<file path="src/rtl/ticket_vend_ctrl.sv">
// ticket_vend_ctrl
// Ticket-vending transaction controller. Validates a type/count selection,
// accumulates coin credit against the computed total, dispenses tickets one
// per cycle, then returns change. On cancel or inactivity it refunds the credit.
//
// Ports
//   clk, rst            : clock (rising edge), synchronous active-high reset
//   sure, nsure         : confirm / cancel buttons (level, sampled each cycle)
//   ticketType          : requested ticket type (TYPE_W)
//   ticketCount         : requested ticket count (COUNT_W)
//   coinValid, coin     : one-cycle coin strobe and its value (MONEY_W)
//   paid                : running credit for the display
//   moneyReturn         : change / refund amount, valid with moneyFinish
//   moneyFinish         : one-cycle pulse, eject moneyReturn
//   ticketOut           : one pulse per dispensed ticket
//   ticketFinish        : pulse coincident with the last ticketOut
//   selErr              : pulse, selection rejected
//   coinReject          : pulse, coin refused
//   busy                : FSM is not idle
// All outputs are registered.
module ticket_vend_ctrl #(
    parameter int MONEY_W     = 8,
    parameter int TYPE_W      = 3,
    parameter int COUNT_W     = 3,
    parameter int NUM_TYPES   = 6,
    parameter int BASE_PRICE  = 5,
    parameter int PRICE_STEP  = 5,
    parameter int TIMEOUT_CYC = 1000
) (
    input  logic               clk,
    input  logic               rst,
    input  logic               sure,
    input  logic               nsure,
    input  logic [TYPE_W-1:0]  ticketType,
    input  logic [COUNT_W-1:0] ticketCount,
    input  logic               coinValid,
    input  logic [MONEY_W-1:0] coin,
    output logic [MONEY_W-1:0] paid,
    output logic [MONEY_W-1:0] moneyReturn,
    output logic               moneyFinish,
    output logic               ticketOut,
    output logic               ticketFinish,
    output logic               selErr,
    output logic               coinReject,
    output logic               busy
);

    // Selection total is computed wide enough that an over-range total is
    // visible rather than wrapping into a plausible value.
    localparam int TOT_W = MONEY_W + COUNT_W + 1;
    localparam int TMO_W = $clog2(TIMEOUT_CYC) + 1;
    localparam logic [TOT_W-1:0] MONEY_MAX = TOT_W'((64'd1 << MONEY_W) - 64'd1);
    localparam logic [TMO_W-1:0] TMO_LAST  = TMO_W'(TIMEOUT_CYC - 1);

    typedef enum logic [2:0] {
        S_IDLE   = 3'd0,
        S_PAY    = 3'd1,
        S_DISP   = 3'd2,
        S_CHANGE = 3'd3,
        S_REFUND = 3'd4
    } state_t;

    state_t             state, state_n;
    logic [COUNT_W-1:0] cnt_q, cnt_n;      // latched ticket count
    logic [MONEY_W-1:0] total_q, total_n;  // latched price total
    logic [COUNT_W-1:0] rem_q, rem_n;      // tickets left, including this cycle's
    logic [TMO_W-1:0]   tmo_q, tmo_n;      // idle cycles spent in PAY
    logic [MONEY_W-1:0] paid_n, ret_n;
    logic               mf_n, to_n, tf_n, se_n, cr_n;

    // selection evaluation
    logic [TOT_W-1:0]   price;
    logic [TOT_W-1:0]   sel_total;
    logic               sel_ok;

    // coin accumulation
    logic [MONEY_W:0]   coin_sum;
    logic               coin_ovf;
    logic               coin_ok;
    logic [MONEY_W-1:0] paid_pay;

    always_comb begin
        price     = TOT_W'(BASE_PRICE) + TOT_W'(ticketType) * TOT_W'(PRICE_STEP);
        sel_total = price * TOT_W'(ticketCount);
        sel_ok    = (32'(ticketType) < NUM_TYPES) && (ticketCount != '0) &&
                    (sel_total <= MONEY_MAX);
    end

    always_comb begin
        coin_sum = {1'b0, paid} + {1'b0, coin};
        coin_ovf = coin_sum[MONEY_W];
        coin_ok  = coinValid && !coin_ovf;
        paid_pay = coin_ok ? coin_sum[MONEY_W-1:0] : paid;
    end

    always_ff @(posedge clk) begin
        if (rst) begin
            state        <= S_IDLE;
            cnt_q        <= '0;
            total_q      <= '0;
            rem_q        <= '0;
            tmo_q        <= '0;
            paid         <= '0;
            moneyReturn  <= '0;
            moneyFinish  <= 1'b0;
            ticketOut    <= 1'b0;
            ticketFinish <= 1'b0;
            selErr       <= 1'b0;
            coinReject   <= 1'b0;
            busy         <= 1'b0;
        end else begin
            state        <= state_n;
            cnt_q        <= cnt_n;
            total_q      <= total_n;
            rem_q        <= rem_n;
            tmo_q        <= tmo_n;
            paid         <= paid_n;
            moneyReturn  <= ret_n;
            moneyFinish  <= mf_n;
            ticketOut    <= to_n;
            ticketFinish <= tf_n;
            selErr       <= se_n;
            coinReject   <= cr_n;
            busy         <= (state_n != S_IDLE);
        end
    end

    // Output pulses are decided on the transition into the state in which
    // they are visible, so every output comes straight from a flop.
    always_comb begin
        state_n = state;
        cnt_n   = cnt_q;
        total_n = total_q;
        rem_n   = rem_q;
        tmo_n   = tmo_q;
        paid_n  = paid;
        ret_n   = moneyReturn;
        mf_n    = 1'b0;
        to_n    = 1'b0;
        tf_n    = 1'b0;
        se_n    = 1'b0;
        cr_n    = 1'b0;

        case (state)
            S_IDLE: begin
                if (sure) begin
                    if (sel_ok) begin
                        cnt_n   = ticketCount;
                        total_n = sel_total[MONEY_W-1:0];
                        paid_n  = '0;
                        ret_n   = '0;
                        tmo_n   = '0;
                        state_n = S_PAY;
                    end else begin
                        se_n = 1'b1;
                    end
                end
            end

            S_PAY: begin
                paid_n = paid_pay;
                cr_n   = coinValid && coin_ovf;
                if (nsure) begin
                    // a coin accepted this same cycle is part of the refund
                    state_n = S_REFUND;
                    ret_n   = paid_pay;
                    mf_n    = 1'b1;
                end else if (sure && (paid_pay >= total_q)) begin
                    state_n = S_DISP;
                    rem_n   = cnt_q;
                    to_n    = 1'b1;
                    tf_n    = (cnt_q == COUNT_W'(1));
                end else if (sure || coin_ok) begin
                    tmo_n = '0;
                end else if (tmo_q == TMO_LAST) begin
                    state_n = S_REFUND;
                    ret_n   = paid_pay;
                    mf_n    = 1'b1;
                end else begin
                    tmo_n = tmo_q + TMO_W'(1);
                end
            end

            S_DISP: begin
                // the mechanism cannot take coins while dispensing
                cr_n = coinValid;
                if (rem_q == COUNT_W'(1)) begin
                    state_n = S_CHANGE;
                    rem_n   = '0;
                    ret_n   = paid - total_q;
                    mf_n    = 1'b1;
                end else begin
                    rem_n = rem_q - COUNT_W'(1);
                    to_n  = 1'b1;
                    tf_n  = (rem_q == COUNT_W'(2));
                end
            end

            // the return value and pulse were set on entry; just close out
            S_CHANGE: state_n = S_IDLE;
            S_REFUND: state_n = S_IDLE;
            default:  state_n = S_IDLE;
        endcase
    end

endmodule
</file>
<file path="config.mk">
export PLATFORM = sky130hd
export DESIGN_NAME = ticket_vend_ctrl
export DESIGN_NICKNAME = d
export VERILOG_FILES = /design/src/rtl/ticket_vend_ctrl.sv
export SDC_FILE = /design/constraint.sdc
export NUM_CORES = 1
export LEC_CHECK = 0
export ABC_AREA = 1
export CORE_UTILIZATION = 55
export DETAILED_ROUTE_END_ITERATION = 7
export GPL_ROUTABILITY_DRIVEN = 0
export PLACE_DENSITY = 0.78
export SLEW_MARGIN = 20
export SYNTH_ARGS = -nofsm -noshare
export SYNTH_HDL_FRONTEND = slang
export SYNTH_SLANG_ARGS = --single-unit
</file>
<file path="constraint.sdc">
create_clock -name clk -period 4.8 [get_ports clk]
set_input_delay 0.48 -clock clk [delete_from_list [all_inputs] [get_ports clk]]
set_output_delay 0.48 -clock clk [all_outputs]
set_load 0.05 [all_outputs]
</file>
==> flow_summary_export.csv <==
group,metric,value,unit
logic_synthesis,syn_inst,596,
sta,finalHoldViolations,0,
die,pin_count,41,
logic_synthesis,syn-cell-area,0.00394,sq mm
sta,timing.final.crit_share,82.1,%
sta,rsz0062_at_grt,"no",
die,starting_density_of_the_core,57.3,%
outcome,run_status,"finished, final reports clean",
setup_path,critPathArrivalTime,4.18,ns
global_routing,wire_length_of_the_first_global_routing_pass,15600,um
cells_and_area,post-route-util,65.5,%
setup_path,crit_path_max_fanout,23,
cells_and_area,fillers,612,
setup_path,worst_ep_required_time,5.04,ns
logic_synthesis,synthSimpleGateAreaFrac,32.5,%
cells_and_area,final_design_area_no_fill,0.00450,sq mm
logic_synthesis,synth_seq_area_share,25.4,%
setup_path,worst-setup-path-type,"input port to register",
die,floorplan.core_area,0.00687,sq mm
global_routing,largest_net_degree_at_the_start_of_global_routing,32,
sta,max_freq,0.254,GHz
setup_path,critPathCaptureType,"register",
placed_design,place.port_buffers,40,
drt,dr.pass1.iters,8,
cts,cts_post_setup_buffers_inserted,0,
sta,worst_pin_slew,0.555,ns
die,fp.dieArea,0.00750,sq mm
sta,setup-violations-final,0,
pwr,total_leakage_power,2.15,nW
cts,clockRootBuffer,"sky130_fd_sc_hd__clkbuf_8",
die,horizontal_die_dimension,86.6,um
drt,routed_via_density,5.25,
placed_design,numPlacedInstances,723,
drt,route.vias.total,3836,
sta,worst_slack,0.861,ns
global_routing,antenna_found_initial,0,
setup_path,worst_setup_path_start_kind,"input port",
logic_synthesis,synth-adder-area-share,16.3,%
global_routing,first_global_vias,3629,
die,height_of_the_die,86.6,um
logic_synthesis,synth.distinct_cells,37,
drt,routed_wl,9220,um
cells_and_area,layout.cells.non_filler,730,
pwr,power.ir.vdd_worst,147,uV
die,floorplan.rows,30,
cts,clock-sinks,50,
logic_synthesis,postSynthNetCount,662,
logic_synthesis,synth_top_family_by_area,"simple AND/OR/NAND/NOR gates",
sta,fin_tns_setup,0,ns
cts,path_clk_slew,0.09,ns
placed_design,place_worst_setup_slack,0.542,ns
hold_path,worst_hold_path_type,"register to register",
cts,clock_latency,0.31,ns
flow_run,maxCapViolCount,0,
sta,slew_violations,0,
logic_synthesis,synth_compound_area_share,12.1,%
drt,drc,0,
cts,clock_tree.htree_level_count,2,
logic_synthesis,synth_xor_area_share,3.34,%
logic_synthesis,mux_share_of_post_synthesis_cell_area,0,%
drt,ant_nets,0,
sta,finalWorstPathRequiredPeriod,3.94,ns
placed_design,placedInstanceArea,0.00442,sq mm
cells_and_area,finalNetCount,700,
cts,cts_hold_buffers,0,
cts,cts_tree,"done",
drt,detail_route.wl_per_cell,12.6,um
logic_synthesis,synth-seq-cells,50,
global_routing,gr-usage-all-layers,26.2,%
drt,drt_iter0_drcs,182,
pwr,power_density_of_the_placed_cells,262,mW/mm^2
global_routing,overflow_left_after_global_routing,0,
logic_synthesis,syn_avg_cell_area,6.60,sq um
cts,post_cts_gate_resize_count,0,
logic_synthesis,yosys_warnings,0,
cells_and_area,antenna-diode-count,0,
cells_and_area,drive_gt1_share,4.73,%
sta,max-slew-margin-rel,62.8,%
cts,cts_buffer_depth,2,
sta,clock_skew,0.0184,ns
placed_design,dpl.hpwl,7170,um
cts,tritoncts.num_buffers,5,
cells_and_area,area_growth_syn_to_layout,14.3,%
==> stage by stage <==
step	power (W)	hold slack [ns]
floorplan	0.000816	0.445
global placement	0.000918	0.470
detailed placement	0.000936	0.472
CTS	0.00118	0.500
global route	0.00126	0.524
finish	0.00118	0.497
==> placed cells by master, fill, tap and decap left out, types with 3 or more instances in the layout <==
| master | instances |
|---|---|
| sky130_fd_sc_hd__nand2_1 | 157 |
| sky130_fd_sc_hd__inv_1 | 89 |
| sky130_fd_sc_hd__nor2_1 | 61 |
| sky130_fd_sc_hd__dfxtp_1 | 50 |
| sky130_fd_sc_hd__a21oi_1 | 49 |
| sky130_fd_sc_hd__nand3_1 | 44 |
| sky130_fd_sc_hd__ha_1 | 40 |
| sky130_fd_sc_hd__clkdlybuf4s50_1 | 40 |
| sky130_fd_sc_hd__o21ai_0 | 18 |
| sky130_fd_sc_hd__nand4_1 | 8 |
| sky130_fd_sc_hd__xor2_1 | 8 |
| sky130_fd_sc_hd__xnor2_1 | 7 |
| sky130_fd_sc_hd__fa_1 | 7 |
| sky130_fd_sc_hd__nand2_2 | 5 |
| sky130_fd_sc_hd__clkbuf_8 | 5 |
| sky130_fd_sc_hd__a31oi_1 | 4 |
| sky130_fd_sc_hd__or2_2 | 4 |
| sky130_fd_sc_hd__a21boi_0 | 4 |
| sky130_fd_sc_hd__and2_1 | 3 |
| sky130_fd_sc_hd__o21ai_1 | 3 |
| sky130_fd_sc_hd__buf_4 | 3 |
==> routing by layer <==
metal / track usage (%) / part of all wire (%) / vias up
li1: - / - / 1983
met4: 9.39 / 2.5 / 0
met3: 2.57 / 5.1 / 18
met5: 0 / 0 / -
met1: 32.2 / 44 / 1717
met2: 47.7 / 49 / 118
==> sequential cells by signal, indices dropped and copies added (netlist names) <==
name          cells
coinReject        1
tmo_q            11
state             3
selErr            1
ticketFinish      1
total_q           8
moneyReturn       8
cnt_q             3
paid              8
rem_q             3
busy              1
ticketOut         1
moneyFinish       1
==> cell type report <==
class	count	area [sq um]	area share (%)
inverter	92	345	7.68
sequential	50	1000	22.3
clock buffer	5	68.8	1.53
multi-input combinational	442	2530	56.2
clock inverter	2	13.8	0.306
timing repair buffer	43	423	9.40
tap	96	120	2.67
==> final timing paths <==
check,startpoint,to,slack (ns),cells past startpoint
max reg2reg,paid[0],rem_q[1],1.35,19
min reg2reg,tmo_q[1],tmo_q[1],0.50,2
min,tmo_q[1],tmo_q[1],0.50,2
max,ticketType[0],paid[4],0.86,19
==> critical path, stage by stage <==
cell and delay, ns:
sky130_fd_sc_hd__clkdlybuf4s50_1 0.44, sky130_fd_sc_hd__ha_1 0.36, sky130_fd_sc_hd__ha_1 0.35, sky130_fd_sc_hd__nand2_1 0.07, sky130_fd_sc_hd__nand2_1 0.06, sky130_fd_sc_hd__a21oi_1 0.09
sky130_fd_sc_hd__or2_2 0.30, sky130_fd_sc_hd__fa_1 0.49, sky130_fd_sc_hd__inv_1 0.04, sky130_fd_sc_hd__ha_1 0.34, sky130_fd_sc_hd__nand2_1 0.08, sky130_fd_sc_hd__a21oi_1 0.12
sky130_fd_sc_hd__nor2_1 0.09, sky130_fd_sc_hd__nand4_2 0.08, sky130_fd_sc_hd__buf_4 0.24, sky130_fd_sc_hd__nand2_1 0.08, sky130_fd_sc_hd__inv_1 0.25, sky130_fd_sc_hd__nand2_1 0.09
sky130_fd_sc_hd__a21oi_1 0.14
==> where the power goes <==
part | internal [W] | switching [W] | leakage (nW)
clock | 0.000101 | 0.000146 | 0.0444
combinational | 0.000169 | 0.000302 | 1.69
sequential | 0.000443 | 0.0000162 | 0.407
total | 0.000713 | 0.000464 | 2.15
==> cell usage after synthesis, drive strengths merged <==
library cell	instances	area, sq um
clkbuf	5	18.8
o211ai	1	7.51
nand2	162	621
and2	3	18.8
nor3	2	10.0
clkinv	1	3.75
or2	4	25.0
xor2	8	70.1
a21oi	51	263
o21a	1	7.51
fa	7	140
xnor2	7	61.3
nand3	48	275
nor2	63	251
inv	91	342
o21bai	2	15.0
buf	7	45.0
a211oi	2	15.0
nand3b	2	15.0
a21o	1	7.51
o21ai	21	105
ha	40	500
dfxtp	50	1000
a21boi	4	30.0
a31oi	4	25.0
nand4	9	62.6
==> cell families after synthesis <==
group           count (synthesis)
simple gates                  293
buf+inv                       104
compound gates                 87
flops                          50
fa+ha+maj                      47
xor+xnor                       15
Power figures use the tool's default switching activity.
